`config.mk`:
```
export PLATFORM = sky130hd
export DESIGN_NAME = vc_dest_scheduler_flat
export DESIGN_NICKNAME = d
export VERILOG_FILES = /design/src/rtl/vc_dest_scheduler_pkg.sv /design/src/rtl/vc_dest_scheduler_if.sv /design/src/rtl/vc_dest_scheduler_rr_pick4.sv /design/src/rtl/vc_dest_scheduler.sv /design/src/flat_wrapper.sv
export SDC_FILE = /design/constraint.sdc
export NUM_CORES = 1
export LEC_CHECK = 0
export ABC_AREA = 1
export CORE_ASPECT_RATIO = 0.9
export CORE_MARGIN = 4
export CORE_UTILIZATION = 55
export DETAILED_ROUTE_END_ITERATION = 8
export DONT_BUFFER_PORTS = 1
export PLACE_DENSITY_LB_ADDON = 0.15
export SETUP_SLACK_MARGIN = 0.3
export SYNTH_ARGS = -nofsm -noshare
export SYNTH_HDL_FRONTEND = slang
export SYNTH_SLANG_ARGS = --single-unit
```
`constraint.sdc`:
```
create_clock -name clk -period 2.72 [get_ports clk]
set_clock_uncertainty 0.05 [all_clocks]
set_input_delay 0.408 -clock clk [delete_from_list [all_inputs] [get_ports clk]]
set_output_delay 0.408 -clock clk [all_outputs]
set_load 0.02 [all_outputs]
```
`src/rtl/vc_dest_scheduler_pkg.sv`:
```
`default_nettype none
// ============================================================================
// Module      : vc_dest_scheduler_pkg
// Description : Shared field offsets, FSM encodings and helpers for the class
//               arbiter / destination scheduler pair.
// Revision    : 1.0 - initial release
// ============================================================================
package vc_dest_scheduler_pkg;

    // Field offsets measured down from the word MSB:
    // [WS-1:WS-2] class, [WS-3:WS-4] dest, [WS-5:0] payload
    localparam int CLASS_HI_OFS = 1;
    localparam int DEST_HI_OFS  = 3;
    localparam int FIELD_W      = 2;

    // FSM encodings
    localparam logic [0:0] ST_ARB  = 1'b0;
    localparam logic [0:0] ST_XFER = 1'b1;

    // 2-bit index to 4-bit one-hot
    function automatic logic [3:0] onehot4(input logic [1:0] idx);
        logic [3:0] oh;
        oh      = 4'b0000;
        oh[idx] = 1'b1;
        return oh;
    endfunction

endpackage : vc_dest_scheduler_pkg
`default_nettype wire

```
`src/rtl/vc_dest_scheduler_if.sv`:
```
`default_nettype none
// ============================================================================
// Module      : vc_dest_scheduler_if
// Description : Bundle between the class FIFOs, the destination FIFOs and the
//               destination scheduler. master = scheduler side.
// Revision    : 1.0 - initial release
// ============================================================================
interface vc_dest_scheduler_if #(
    parameter int WORD_SIZE = 12,
    parameter int CNT_W     = 5
);
    logic [4*WORD_SIZE-1:0] class_data;
    logic [3:0]             class_empty;
    logic [3:0]             dest_afull;
    logic                   mode_rr;
    logic [3:0]             pop;
    logic [3:0]             push;
    logic [WORD_SIZE-1:0]   data_out;
    logic [4*CNT_W-1:0]     cnt_dest;
    logic                   busy;

    modport master (
        input  class_data, class_empty, dest_afull, mode_rr,
        output pop, push, data_out, cnt_dest, busy
    );

    modport slave (
        output class_data, class_empty, dest_afull, mode_rr,
        input  pop, push, data_out, cnt_dest, busy
    );
endinterface : vc_dest_scheduler_if
`default_nettype wire

```
`src/rtl/vc_dest_scheduler_rr_pick4.sv`:
```
`default_nettype none
// ============================================================================
// Module      : rr_pick4
// Description : Combinational 4-way picker. Round-robin search starting one
//               past ptr, or strict priority with index 0 highest.
// Revision    : 1.0 - initial release
// ============================================================================
module rr_pick4 (
    input  wire logic [3:0] elig,
    input  wire logic [1:0] ptr,
    input  wire logic       mode_rr,
    output logic            valid,
    output logic [1:0]      sel
);

    // Scan candidates from last to first so the earliest one in search order wins
    always_comb begin
        logic [1:0] idx;
        valid = |elig;
        sel   = 2'd0;
        idx   = 2'd0;
        for (int k = 3; k >= 0; k--) begin
            if (mode_rr) begin
                idx = ptr + 2'(k + 1);
            end else begin
                idx = 2'(k);
            end
            if (elig[idx]) begin
                sel = idx;
            end
        end
    end

endmodule : rr_pick4
`default_nettype wire

```
`src/rtl/vc_dest_scheduler.sv`:
```
`default_nettype none
// ============================================================================
// Module      : vc_dest_scheduler
// Description : Picks one deliverable class-FIFO head per grant, pops it and
//               pushes it to the destination FIFO named by its dest field.
//               Grant/transfer alternate, so at most one word per 2 cycles.
// Revision    : 1.0 - initial release
// ============================================================================
module vc_dest_scheduler
    import vc_dest_scheduler_pkg::*;
#(
    parameter int WORD_SIZE = 12,
    parameter int CNT_W     = 5
) (
    input  wire logic             clk,
    input  wire logic             reset,
    vc_dest_scheduler_if.master   bus
);

    logic [WORD_SIZE-1:0] words [4];
    logic [1:0]           dests [4];
    logic [3:0]           elig;
    logic                 pick_valid;
    logic [1:0]           pick_sel;
    logic [1:0]           sel_dest;

    logic [0:0]           state;
    logic [1:0]           rr_ptr;
    logic [3:0]           pop_r;
    logic [3:0]           push_r;
    logic [WORD_SIZE-1:0] data_r;
    logic [CNT_W-1:0]     cnt_r [4];

    // A class is eligible only when its own head word can land; no
    // head-of-line blocking across classes.
    generate
        for (genvar i = 0; i < 4; i++) begin : g_elig
            assign words[i] = bus.class_data[i*WORD_SIZE +: WORD_SIZE];
            assign dests[i] = words[i][WORD_SIZE-DEST_HI_OFS -: FIELD_W];
            assign elig[i]  = !bus.class_empty[i] && !bus.dest_afull[dests[i]];
        end
    endgenerate

    rr_pick4 u_pick (
        .elig    (elig),
        .ptr     (rr_ptr),
        .mode_rr (bus.mode_rr),
        .valid   (pick_valid),
        .sel     (pick_sel)
    );

    assign sel_dest = dests[pick_sel];

    // Grant in ARB, idle one cycle in XFER so pulses never repeat back to back
    always_ff @(posedge clk) begin
        if (!reset) begin
            state  <= ST_ARB;
            rr_ptr <= 2'd3;
            pop_r  <= 4'b0000;
            push_r <= 4'b0000;
            data_r <= '0;
            for (int d = 0; d < 4; d++) begin
                cnt_r[d] <= '0;
            end
        end else begin
            case (state)
                ST_ARB: begin
                    if (pick_valid) begin
                        pop_r           <= onehot4(pick_sel);
                        push_r          <= onehot4(sel_dest);
                        data_r          <= words[pick_sel];
                        cnt_r[sel_dest] <= cnt_r[sel_dest] + CNT_W'(1);
                        state           <= ST_XFER;
                        if (bus.mode_rr) begin
                            rr_ptr <= pick_sel;
                        end
                    end else begin
                        pop_r  <= 4'b0000;
                        push_r <= 4'b0000;
                    end
                end
                default: begin
                    pop_r  <= 4'b0000;
                    push_r <= 4'b0000;
                    state  <= ST_ARB;
                end
            endcase
        end
    end

    assign bus.pop      = pop_r;
    assign bus.push     = push_r;
    assign bus.data_out = data_r;
    assign bus.busy     = (state == ST_XFER);

    generate
        for (genvar d = 0; d < 4; d++) begin : g_cnt
            assign bus.cnt_dest[d*CNT_W +: CNT_W] = cnt_r[d];
        end
    endgenerate

endmodule : vc_dest_scheduler
`default_nettype wire

```
`src/flat_wrapper.sv`:
```
// flat-port wrapper written by rule: the top's interface ports become plain ports
module vc_dest_scheduler_flat import vc_dest_scheduler_pkg::*;
#(
    parameter int WORD_SIZE = 12,
    parameter int CNT_W     = 5
)
  (clk, reset, bus_class_data, bus_class_empty, bus_dest_afull, bus_mode_rr, bus_pop, bus_push, bus_data_out, bus_cnt_dest, bus_busy);
  vc_dest_scheduler_if #(.WORD_SIZE(WORD_SIZE), .CNT_W(CNT_W)) bus_i ();
  input  wire logic clk;
  input  wire logic reset;
  input wire logic [$bits(bus_i.class_data)-1:0] bus_class_data;
  input wire logic [$bits(bus_i.class_empty)-1:0] bus_class_empty;
  input wire logic [$bits(bus_i.dest_afull)-1:0] bus_dest_afull;
  input wire logic [$bits(bus_i.mode_rr)-1:0] bus_mode_rr;
  output wire logic [$bits(bus_i.pop)-1:0] bus_pop;
  output wire logic [$bits(bus_i.push)-1:0] bus_push;
  output wire logic [$bits(bus_i.data_out)-1:0] bus_data_out;
  output wire logic [$bits(bus_i.cnt_dest)-1:0] bus_cnt_dest;
  output wire logic [$bits(bus_i.busy)-1:0] bus_busy;
  assign bus_i.class_data = bus_class_data;
  assign bus_i.class_empty = bus_class_empty;
  assign bus_i.dest_afull = bus_dest_afull;
  assign bus_i.mode_rr = bus_mode_rr;
  assign bus_pop = bus_i.pop;
  assign bus_push = bus_i.push;
  assign bus_data_out = bus_i.data_out;
  assign bus_cnt_dest = bus_i.cnt_dest;
  assign bus_busy = bus_i.busy;
  vc_dest_scheduler #(.WORD_SIZE(WORD_SIZE), .CNT_W(CNT_W)) u_core (.clk(clk), .reset(reset), .bus(bus_i));
endmodule
```
==> impl_metrics.json, run 1 <==
{
  "seq_area_um2": 1060,
  "p_leak_nw": 1.70,
  "grt_pass1_vias": 2587,
  "status": "complete, but fails checks",
  "start_util_pct": 58.8,
  "wl_per_cell_um": 16.1,
  "mostFrequentLayoutCells": "nand2_1 (84), inv_1 (46), buf_4 (43)",
  "io_buffers": 0,
  "path_class": "reg -> reg",
  "fin_cells": 490,
  "multiInputGateArea_um2": 1720,
  "fillCellCount": 330,
  "grt_max_degree": 20,
  "final_common_cell": "nand2_1",
  "met2_usage_pct": 41.7,
  "hold_buffers": 0,
  "syn_avg_cell_area_um2": 7.14,
  "violations": "negative setup slack",
  "peakVddDrop_mv": 0.526,
  "fp.coreArea_um2": 4600,
  "rows": 23,
  "worstPathBufferInverterCount": 2,
  "die_w_um": 81.9,
  "use_met1_pct": 33.5,
  "cpPeakStageDelay_ns": 0.34,
  "cp_top_family": "simple AND/OR/NAND/NOR gates",
  "fin_ws_ns": -0.0963,
  "cts_tree": "built",
  "setup_viol": 11,
  "fin_setup_tns_ns": -0.697,
  "drive_gt1_share_pct": 38.6,
  "ioPinCount": 100,
  "place_inst": 465,
  "diodes": 0,
  "cts_sinks": 43,
  "ys_warn_count": 0,
  "worst_pin_slew_ns": 0.398,
  "arrival_ns": 2.83,
  "synth_seq_cells": 43,
  "synthTopCellsByArea": "edfxtp_1 (22%), dfxtp_1 (17%), nand2_1 (15%)",
  "seq_area_frac_synth_pct": 39.2,
  "final_nets": 487,
  "fin_crit_ns": 2.82,
  "hp-class": "in -> reg",
  "via_per_inst": 5.58,
  "drc_errors": 0,
  "final_util_pct": 78.3,
  "cpMostUsedCell": "nand2_2",
  "fmax_mhz": 355,
  "syn2layout_area_growth_pct": 33.2,
  "place_congestion": 0.904,
  "critPathRequiredTime_ns": 2.73,
  "cp-end-kind": "flip-flop",
  "synth.top_cell.area_share_pct": 22.2,
  "syn_area_um2": 2710,
  "rsz0062_at_grt": "true",
  "overflow": 0,
  "clockBufferDepth": 2,
  "htreeDepth": 2,
  "fin_hold_ws_ns": 0.174,
  "total_power_mw": 2.90,
  "grt_pass1_wl_um": 12100,
  "final_hold_viol_count": 0,
  "drtPass1Iterations": 4,
  "cts_root_buffer": "clkbuf_8",
  "track_usage_pct": 26.0,
  "yosysTopAreaCell": "edfxtp_1",
  "hpwl_um": 5690,
  "wirelength_um": 7890,
  "power_density_nw_per_um2": 806,
  "grt_busiest_layer": "met2",
  "clk_pin_slew_ns": 0.08,
  "drv_cap": 0,
  "synth_nets": 439,
  "vias": 2736,
  "worstPathCellList": "nor2_4, inv_4, nand3_1, nand2_2, nand2_2, nand3_1, nand3_1, nand2_2, nand2_4, inv_6, nand3_2, nand2_2, nor2_4, nand2_1, nand2_1, nand2_1, nand2_2, ha_4, nand3_4, nor2_4, nand2_2, nand3_4, nor2_1",
  "synth_cell_type_count": 29,
  "critPathLaunchType": "flip-flop",
  "cts_buffers": 5,
  "final.period_utilization_pct": 104,
  "syn_inst": 379,
  "critPathMaxFanout": 8,
  "drt-initial-drc-count": 150,
  "clock_latency_ns": 0.29,
  "antenna_found_initial": 0,
  "relSlewSlack_pct": 73.4,
  "dieArea_um2": 6110,
  "use_met3_pct": 8.23,
  "cp_slowest_cell": "dfxtp_2",
  "slew_viol_final": 0,
  "antenna_left": 0,
  "die_y_um": 74.5
}
layout make-up:
type,instances,area share [%]
Sequential cell,43,29.5
Timing Repair Buffer,50,11.1
Inverter,58,6.59
Multi-Input combinational cell,269,47.6
Clock inverter,3,1.18
Tap cell,62,2.15
Clock buffer,5,1.91
cell usage after synthesis (all sizes together):
master	number
nand2	129
dfxtp	23
nor3	1
a221oi	10
clkbuf	7
buf	2
o2bb2ai	10
ha	1
nand3	57
inv	58
edfxtp	20
nand4	3
o211ai	2
nor2	39
o21bai	1
o22ai	1
o21ai	14
or2	1
report_power, final:
| group | switching, mW | internal [mW] | total (mW) |
|---|---|---|---|
| clock | 0.228 | 0.274 | 0.502 |
| sequential | 0.192 | 0.795 | 0.987 |
| combinational | 0.822 | 0.593 | 1.41 |
| total | 1.24 | 1.66 | 2.90 |
metal layers:
layer  part of all wire (%)  wire (um)
met1                     42       3350
met2                     46       3630
met3                     11        829
met4                    1.1         89
met5                      0          0
repair_timing:
item,CTS,global route
buffers inserted,8,8
gates resized for setup,26,69
endpoints found under the setup margin,50,54
pin swaps,26,27
gates cloned,0,1
sequential cells by signal (all words and copies together) (netlist names):
| name | count |
|---|---|
| u_core.bus.pop | 4 |
| u_core.rr_ptr | 2 |
| u_core.bus.data_out | 12 |
| u_core.cnt_r | 20 |
| u_core.bus.push | 4 |
| u_core.bus.busy | 1 |
cell families after synthesis:
family / share of synthesized area (%)
AOI/OAI and AO/OA: 10.3
and+or+nand+nor: 40.3
DFF: 39.2
adders and majority gates: 0.462
buffers and inverters: 9.80
metrics by stage:
| step | setup slack [ns] | area, um^2 |
|---|---|---|
| after global routing | -0.331 | 3610 |
| final | -0.0963 | 3610 |
| after detailed placement | -0.212 | 3040 |
| after global placement | -0.148 | 3040 |
| after floorplan | -0.0243 | 2760 |
| after CTS | -0.0369 | 3300 |
final timing paths:
kind                                        from                 end  slack (ns)  depth (start not counted)
worst max register to register  u_core.rr_ptr[0]  u_core.cnt_r[0][4]        -0.1                         23
worst max-delay path            u_core.rr_ptr[0]  u_core.cnt_r[0][4]        -0.1                         23
worst min-delay path                       reset    u_core.rr_ptr[0]        0.17                          1
worst min register to register  u_core.rr_ptr[1]    u_core.rr_ptr[1]        0.51                          2
Power figures use the tool's default switching activity.
==> run 2, diff against run 1 <==
--- a/config.mk
+++ b/config.mk
@@ -6,13 +6,16 @@
 export NUM_CORES = 1
 export LEC_CHECK = 0
 export ABC_AREA = 1
+export CELL_PAD_IN_SITES_DETAIL_PLACEMENT = 0
+export CELL_PAD_IN_SITES_GLOBAL_PLACEMENT = 1
 export CORE_ASPECT_RATIO = 0.9
 export CORE_MARGIN = 4
-export CORE_UTILIZATION = 55
+export CORE_UTILIZATION = 40
 export DETAILED_ROUTE_END_ITERATION = 8
 export DONT_BUFFER_PORTS = 1
 export PLACE_DENSITY_LB_ADDON = 0.15
 export SETUP_SLACK_MARGIN = 0.3
+export SKIP_LAST_GASP = 1
 export SYNTH_ARGS = -nofsm -noshare
 export SYNTH_HDL_FRONTEND = slang
 export SYNTH_SLANG_ARGS = --single-unit
==> run 2 against run 1 <==
Against the previous run: the flow still finishes with violations (negative setup slack); via count down 2.0%; sequential cell count unchanged; first-iteration DRC count fell by 6.7%; clock power rose by 2%; worst setup slack got worse by 0.027 ns; die area up 33%; register-to-register slack worse by 0.03 ns; critical path type unchanged.
==> impl_metrics.json, run 2 (synthesis results as in run 1) <==
{
  "drtPass1Iterations": 4,
  "power_density_nw_per_um2": 786,
  "grt_pass1_wl_um": 13200,
  "clock_latency_ns": 0.29,
  "fp.coreArea_um2": 6590,
  "critPathLaunchType": "flip-flop",
  "cts_buffers": 5,
  "io_buffers": 0,
  "rows": 28,
  "cts_sinks": 43,
  "min_path_cells": 1,
  "wl_per_cell_um": 16.0,
  "overflow": 0,
  "largest_reg_flops": 20,
  "drive_gt1_share_pct": 40.9,
  "violations": "negative setup slack",
  "fin_crit_ns": 2.84,
  "ff2ff_path_depth": 24,
  "track_usage_pct": 20.6,
  "diodes": 0,
  "rsz0062_at_grt": "true",
  "drv_cap": 0,
  "worst_pin_slew_ns": 0.390,
  "slew_viol_final": 0,
  "vias": 2682,
  "die_w_um": 94.7,
  "antenna_found_initial": 0,
  "regToRegSetupSlack_ns": -0.12,
  "cp-end-kind": "flip-flop",
  "place_inst": 498,
  "clk_pin_slew_ns": 0.09,
  "fillCellCount": 621,
  "cts_root_buffer": "clkbuf_8",
  "final_common_cell": "nand2_1",
  "grt_pass1_vias": 2675,
  "fin_area_um2": 3850,
  "wirelength_um": 8490,
  "antenna_left": 0,
  "r2r-end": "u_core.cnt_r[2][4]",
  "drc_errors": 0,
  "htreeDepth": 2,
  "worstHoldStart": "reset",
  "arrival_ns": 2.84,
  "final_nets": 499,
  "critPathRequiredTime_ns": 2.71,
  "drt-initial-drc-count": 140,
  "start_util_pct": 41.1,
  "hp-class": "in -> reg",
  "path_class": "reg -> reg",
  "dp_slack_ns": -0.170,
  "peakVddDrop_mv": 0.476,
  "via_per_inst": 5.06,
  "syn2layout_area_growth_pct": 42.3,
  "ioPinCount": 100,
  "grt_max_degree": 20,
  "mostFrequentLayoutCells": "nand2_1 (85), buf_4 (47), inv_1 (46)",
  "total_power_mw": 3.03,
  "clockBufferDepth": 2,
  "critPathMaxFanout": 7,
  "die_y_um": 86.0,
  "setup_viol": 12,
  "place_congestion": 0.876,
  "p_leak_nw": 1.80,
  "hold_path_end": "u_core.rr_ptr[0]",
  "fin_cells": 530,
  "status": "complete, but fails checks",
  "cts_tree": "built",
  "regMostFlops": "u_core.cnt_r",
  "placed_area_um2": 3130,
  "relSlewSlack_pct": 74.0,
  "hpwl_um": 6120,
  "fmax_mhz": 352,
  "final_hold_viol_count": 0,
  "worstReg2RegStart": "u_core.rr_ptr[0]",
  "dieArea_um2": 8150,
  "fin_ws_ns": -0.123,
  "final.period_utilization_pct": 105
}
run 2: changes by cell type in the layout (fill, tap and decap cells not counted), sizes merged:
| cell | previous run | this run |
|---|---|---|
| clkinvlp | 0 | 1 |
| clkinv | 1 | 0 |
| buf | 50 | 61 |
| nor2 | 39 | 40 |
run 2: worst max-delay path by stage:
stage / startpoint / end
2_1_floorplan: bus_mode_rr / u_core.cnt_r[1][2]
3_3_place_gp: bus_mode_rr / u_core.cnt_r[0][3]
3_5_place_dp: bus_mode_rr / u_core.cnt_r[0][4]
4_1_cts: u_core.rr_ptr[0] / u_core.cnt_r[2][4]
5_1_grt: u_core.rr_ptr[0] / u_core.cnt_r[3][4]
6_report: u_core.rr_ptr[0] / u_core.cnt_r[2][4]
run 2: stage by stage:
stage                     setup TNS, ns  hold WS (ns)  utilization, %
after floorplan                  -0.147         0.438               -
after global placement            -2.08         0.457            47.5
after detailed placement          -2.44         0.461            47.5
after CTS                        -0.181         0.154            53.4
after global routing              -5.75         0.146            58.5
final                             -1.02         0.163            58.5
run 2: final cells by class:
type / instances / area, um^2 / share of cell area [%]
timing repair buffer: 61 / 539 / 14.0
sequential: 43 / 1060 / 27.7
clock inverter: 3 / 46.3 / 1.20
multi-input combinational: 270 / 1780 / 46.2
tap: 90 / 113 / 2.92
clock buffer: 5 / 68.8 / 1.79
inverter: 58 / 240 / 6.24
run 2: what timing repair did:
action | in CTS | in global routing
endpoints found under the setup margin | 52 | 54
gates cloned | 1 | 2
resized for setup | 54 | 57
pin swaps | 23 | 20
hold buffers | 0 | 0
buffers inserted | 12 | 9
run 2: metal layers:
layer / vias up / GRT usage (%) / part of all wire [%]
li1: 1356 / - / -
met1: 1217 / 28.2 / 45
met2: 107 / 31.9 / 45
met3: 2 / 7.46 / 9.8
met4: 0 / 2.75 / 0.34
met5: - / 0 / 0
run 2: report_power, final:
group          switching [mW]  internal [mW]
Clock                   0.235          0.277
Sequential              0.196          0.795
Combinational           0.847          0.675
Total                    1.28           1.75
run 2: worst max-delay path, cell delays in order, from the launching register on:
cell     delay, ns
dfxtp_4       0.36
nor2_4        0.23
buf_6         0.14
nand3_2       0.08
nand2_2       0.08
nand2_2       0.07
nand2_1       0.07
nand2_1       0.06
nand2_2       0.09
nand2_1       0.07
nand2_2       0.10
nand3_2       0.08
nand2_2       0.08
nand2_4       0.08
nand2_8       0.10
nand2_2       0.05
nand2_1       0.07
nand2_1       0.06
nand2_2       0.10
ha_4          0.15
nand3_4       0.08
nor2_1        0.09
nand2_1       0.09
nand3_4       0.11
nor2_1        0.05
==> run 3, diff against run 2 <==
--- a/config.mk
+++ b/config.mk
@@ -10,7 +10,7 @@
 export CELL_PAD_IN_SITES_GLOBAL_PLACEMENT = 1
 export CORE_ASPECT_RATIO = 0.9
 export CORE_MARGIN = 4
-export CORE_UTILIZATION = 40
+export CORE_UTILIZATION = 44
 export DETAILED_ROUTE_END_ITERATION = 8
 export DONT_BUFFER_PORTS = 1
 export PLACE_DENSITY_LB_ADDON = 0.15
==> constraint.sdc (replaced) <==
create_clock -name clk -period 2.85 [get_ports clk]
set_clock_uncertainty 0.05 [all_clocks]
set_input_delay 0.4275 -clock clk [delete_from_list [all_inputs] [get_ports clk]]
set_output_delay 0.4275 -clock clk [all_outputs]
set_load 0.02 [all_outputs]
==> run 3 against run 2 <==
Against the previous run: the flow now finishes without violations; non-clock buffer count fell by 1; sequential power fell by 5.0%; clock power fell by 2%; sequential share of layout area rose by 0.46 points; die area fell by 8.3%; combinational power fell by 5%; register-to-register slack improved by 0.15 ns; worst setup slack improved by 0.15 ns; global-route usage rose by 0.71 points; wire length fell by 1.7%; largest cell class unchanged; highest routed layer unchanged.
==> impl_metrics.json, run 3 (synthesis results as in run 1) <==
{
  "status": "finished, final reports clean",
  "final.period_utilization_pct": 99.0,
  "placed_area_um2": 3070,
  "drtPass1Iterations": 4,
  "power_density_nw_per_um2": 764,
  "fin_hold_ws_ns": 0.171,
  "drv_cap": 0,
  "via_per_inst": 5.28,
  "largest_reg_flops": 20,
  "hp-class": "in -> reg",
  "diodes": 0,
  "cts_root_buffer": "clkbuf_8",
  "hold_buffers": 0,
  "io_buffers": 0,
  "critPathRequiredTime_ns": 2.86,
  "peakVddDrop_mv": 0.442,
  "hpwl_um": 5840,
  "wl_per_cell_um": 16.4,
  "cpMostUsedCell": "nand2_1",
  "rows": 26,
  "clk_pin_slew_ns": 0.09,
  "setup_viol": 0,
  "mostFrequentLayoutCells": "nand2_1 (80), buf_4 (49), inv_1 (44)",
  "final_hold_viol_count": 0,
  "ioPinCount": 100,
  "fin_crit_ns": 2.82,
  "grt_pass1_vias": 2517,
  "critPathLaunchType": "flip-flop",
  "start_util_pct": 46.5,
  "vias": 2690,
  "fin_setup_tns_ns": 0,
  "grt_pass1_wl_um": 12500,
  "rsz0062_at_grt": "true",
  "cts_buffers": 5,
  "htreeDepth": 2,
  "fin_area_um2": 3790,
  "final_common_cell": "nand2_1",
  "regMostFlops": "u_core.cnt_r",
  "arrival_ns": 2.83,
  "track_usage_pct": 21.3,
  "cpPeakStageDelay_ns": 0.36,
  "overflow": 0,
  "drt-initial-drc-count": 121,
  "critPathMaxFanout": 7,
  "wirelength_um": 8350,
  "fp.coreArea_um2": 5820,
  "dieArea_um2": 7470,
  "antenna_found_initial": 0,
  "path_class": "reg -> reg",
  "fin_ws_ns": 0.0282,
  "slew_viol_final": 0,
  "cts_sinks": 43,
  "grt_max_degree": 20,
  "final_nets": 498,
  "fmax_mhz": 354,
  "relSlewSlack_pct": 72.0,
  "p_leak_nw": 1.76,
  "antenna_left": 0,
  "place_congestion": 0.871,
  "dp_slack_ns": -0.0753,
  "cp-end-kind": "flip-flop",
  "final_util_pct": 65.0,
  "syn2layout_area_growth_pct": 39.9,
  "drc_errors": 0,
  "worstPathBufferInverterCount": 4,
  "cp_slowest_cell": "dfxtp_4",
  "cp_top_family": "simple AND/OR/NAND/NOR gates",
  "cts_tree": "built",
  "worstPathCellList": "nor2_4, buf_12, nand3_1, nand2_1, nand2_2, nand2_1, nand2_4, nand2_4, nand3_4, buf_6, nand4_1, nand2_2, nor2_4, buf_4, nand3_1, nand2_1, nor2_2, or2_1, nand3_2, inv_1",
  "drive_gt1_share_pct": 42.1,
  "fillCellCount": 494,
  "die_w_um": 90.7,
  "worst_pin_slew_ns": 0.420,
  "die_y_um": 82.4,
  "clock_latency_ns": 0.31,
  "clockBufferDepth": 2
}
==> run 3: final cells by class <==
class / count / area (um^2) / area share (%)
clock inverters: 3 / 47.5 / 1.26
multi-input cells: 270 / 1780 / 46.9
clock buffers: 5 / 68.8 / 1.82
flip-flops and latches: 43 / 1060 / 28.1
inverters: 58 / 240 / 6.34
well taps: 70 / 87.6 / 2.31
repair buffers: 60 / 500 / 13.2
==> run 3: worst paths after layout <==
kind                    startpoint                 end  slack [ns]  cells past startpoint
setup / recovery  u_core.rr_ptr[0]  u_core.cnt_r[3][2]        0.03                     20
hold / removal               reset    u_core.rr_ptr[0]        0.17                      1
setup reg to reg  u_core.rr_ptr[0]  u_core.cnt_r[3][2]        0.03                     20
hold reg to reg   u_core.rr_ptr[1]    u_core.rr_ptr[1]        0.50                      2
==> run 3: where the power goes <==
| group | total (mW) | leakage, nW | internal, mW | switching (mW) |
|---|---|---|---|---|
| Sequential | 0.941 | 0.398 | 0.759 | 0.183 |
| Clock | 0.504 | 0.0587 | 0.266 | 0.238 |
| Combinational | 1.45 | 1.31 | 0.629 | 0.819 |
| Total | 2.89 | 1.76 | 1.65 | 1.24 |
==> run 3: repair_timing <==
item,CTS,global route
hold endpoints to repair,0,0
endpoints found under the setup margin,36,51
pin swaps,23,40
gates cloned,0,2
resized for setup,21,88
setup buffers,11,12
==> run 3: per-stage QoR <==
| stage | instances | total power, mW |
|---|---|---|
| after CTS | 495 | 2.59 |
| after floorplan | 379 | 1.65 |
| final | 509 | 2.89 |
| after global placement | 476 | 1.98 |
| after detailed placement | 476 | 1.98 |
| after global routing | 509 | 3.08 |
==> run 3: routing by layer <==
metal  GRT usage, %  vias up  part of all wire, %
met1           28.2     1236                   46
met5              0        -                    0
met4           6.73        0                  1.1
li1               -     1356                    -
met3           6.34        6                  7.6
met2           33.6       92                   45
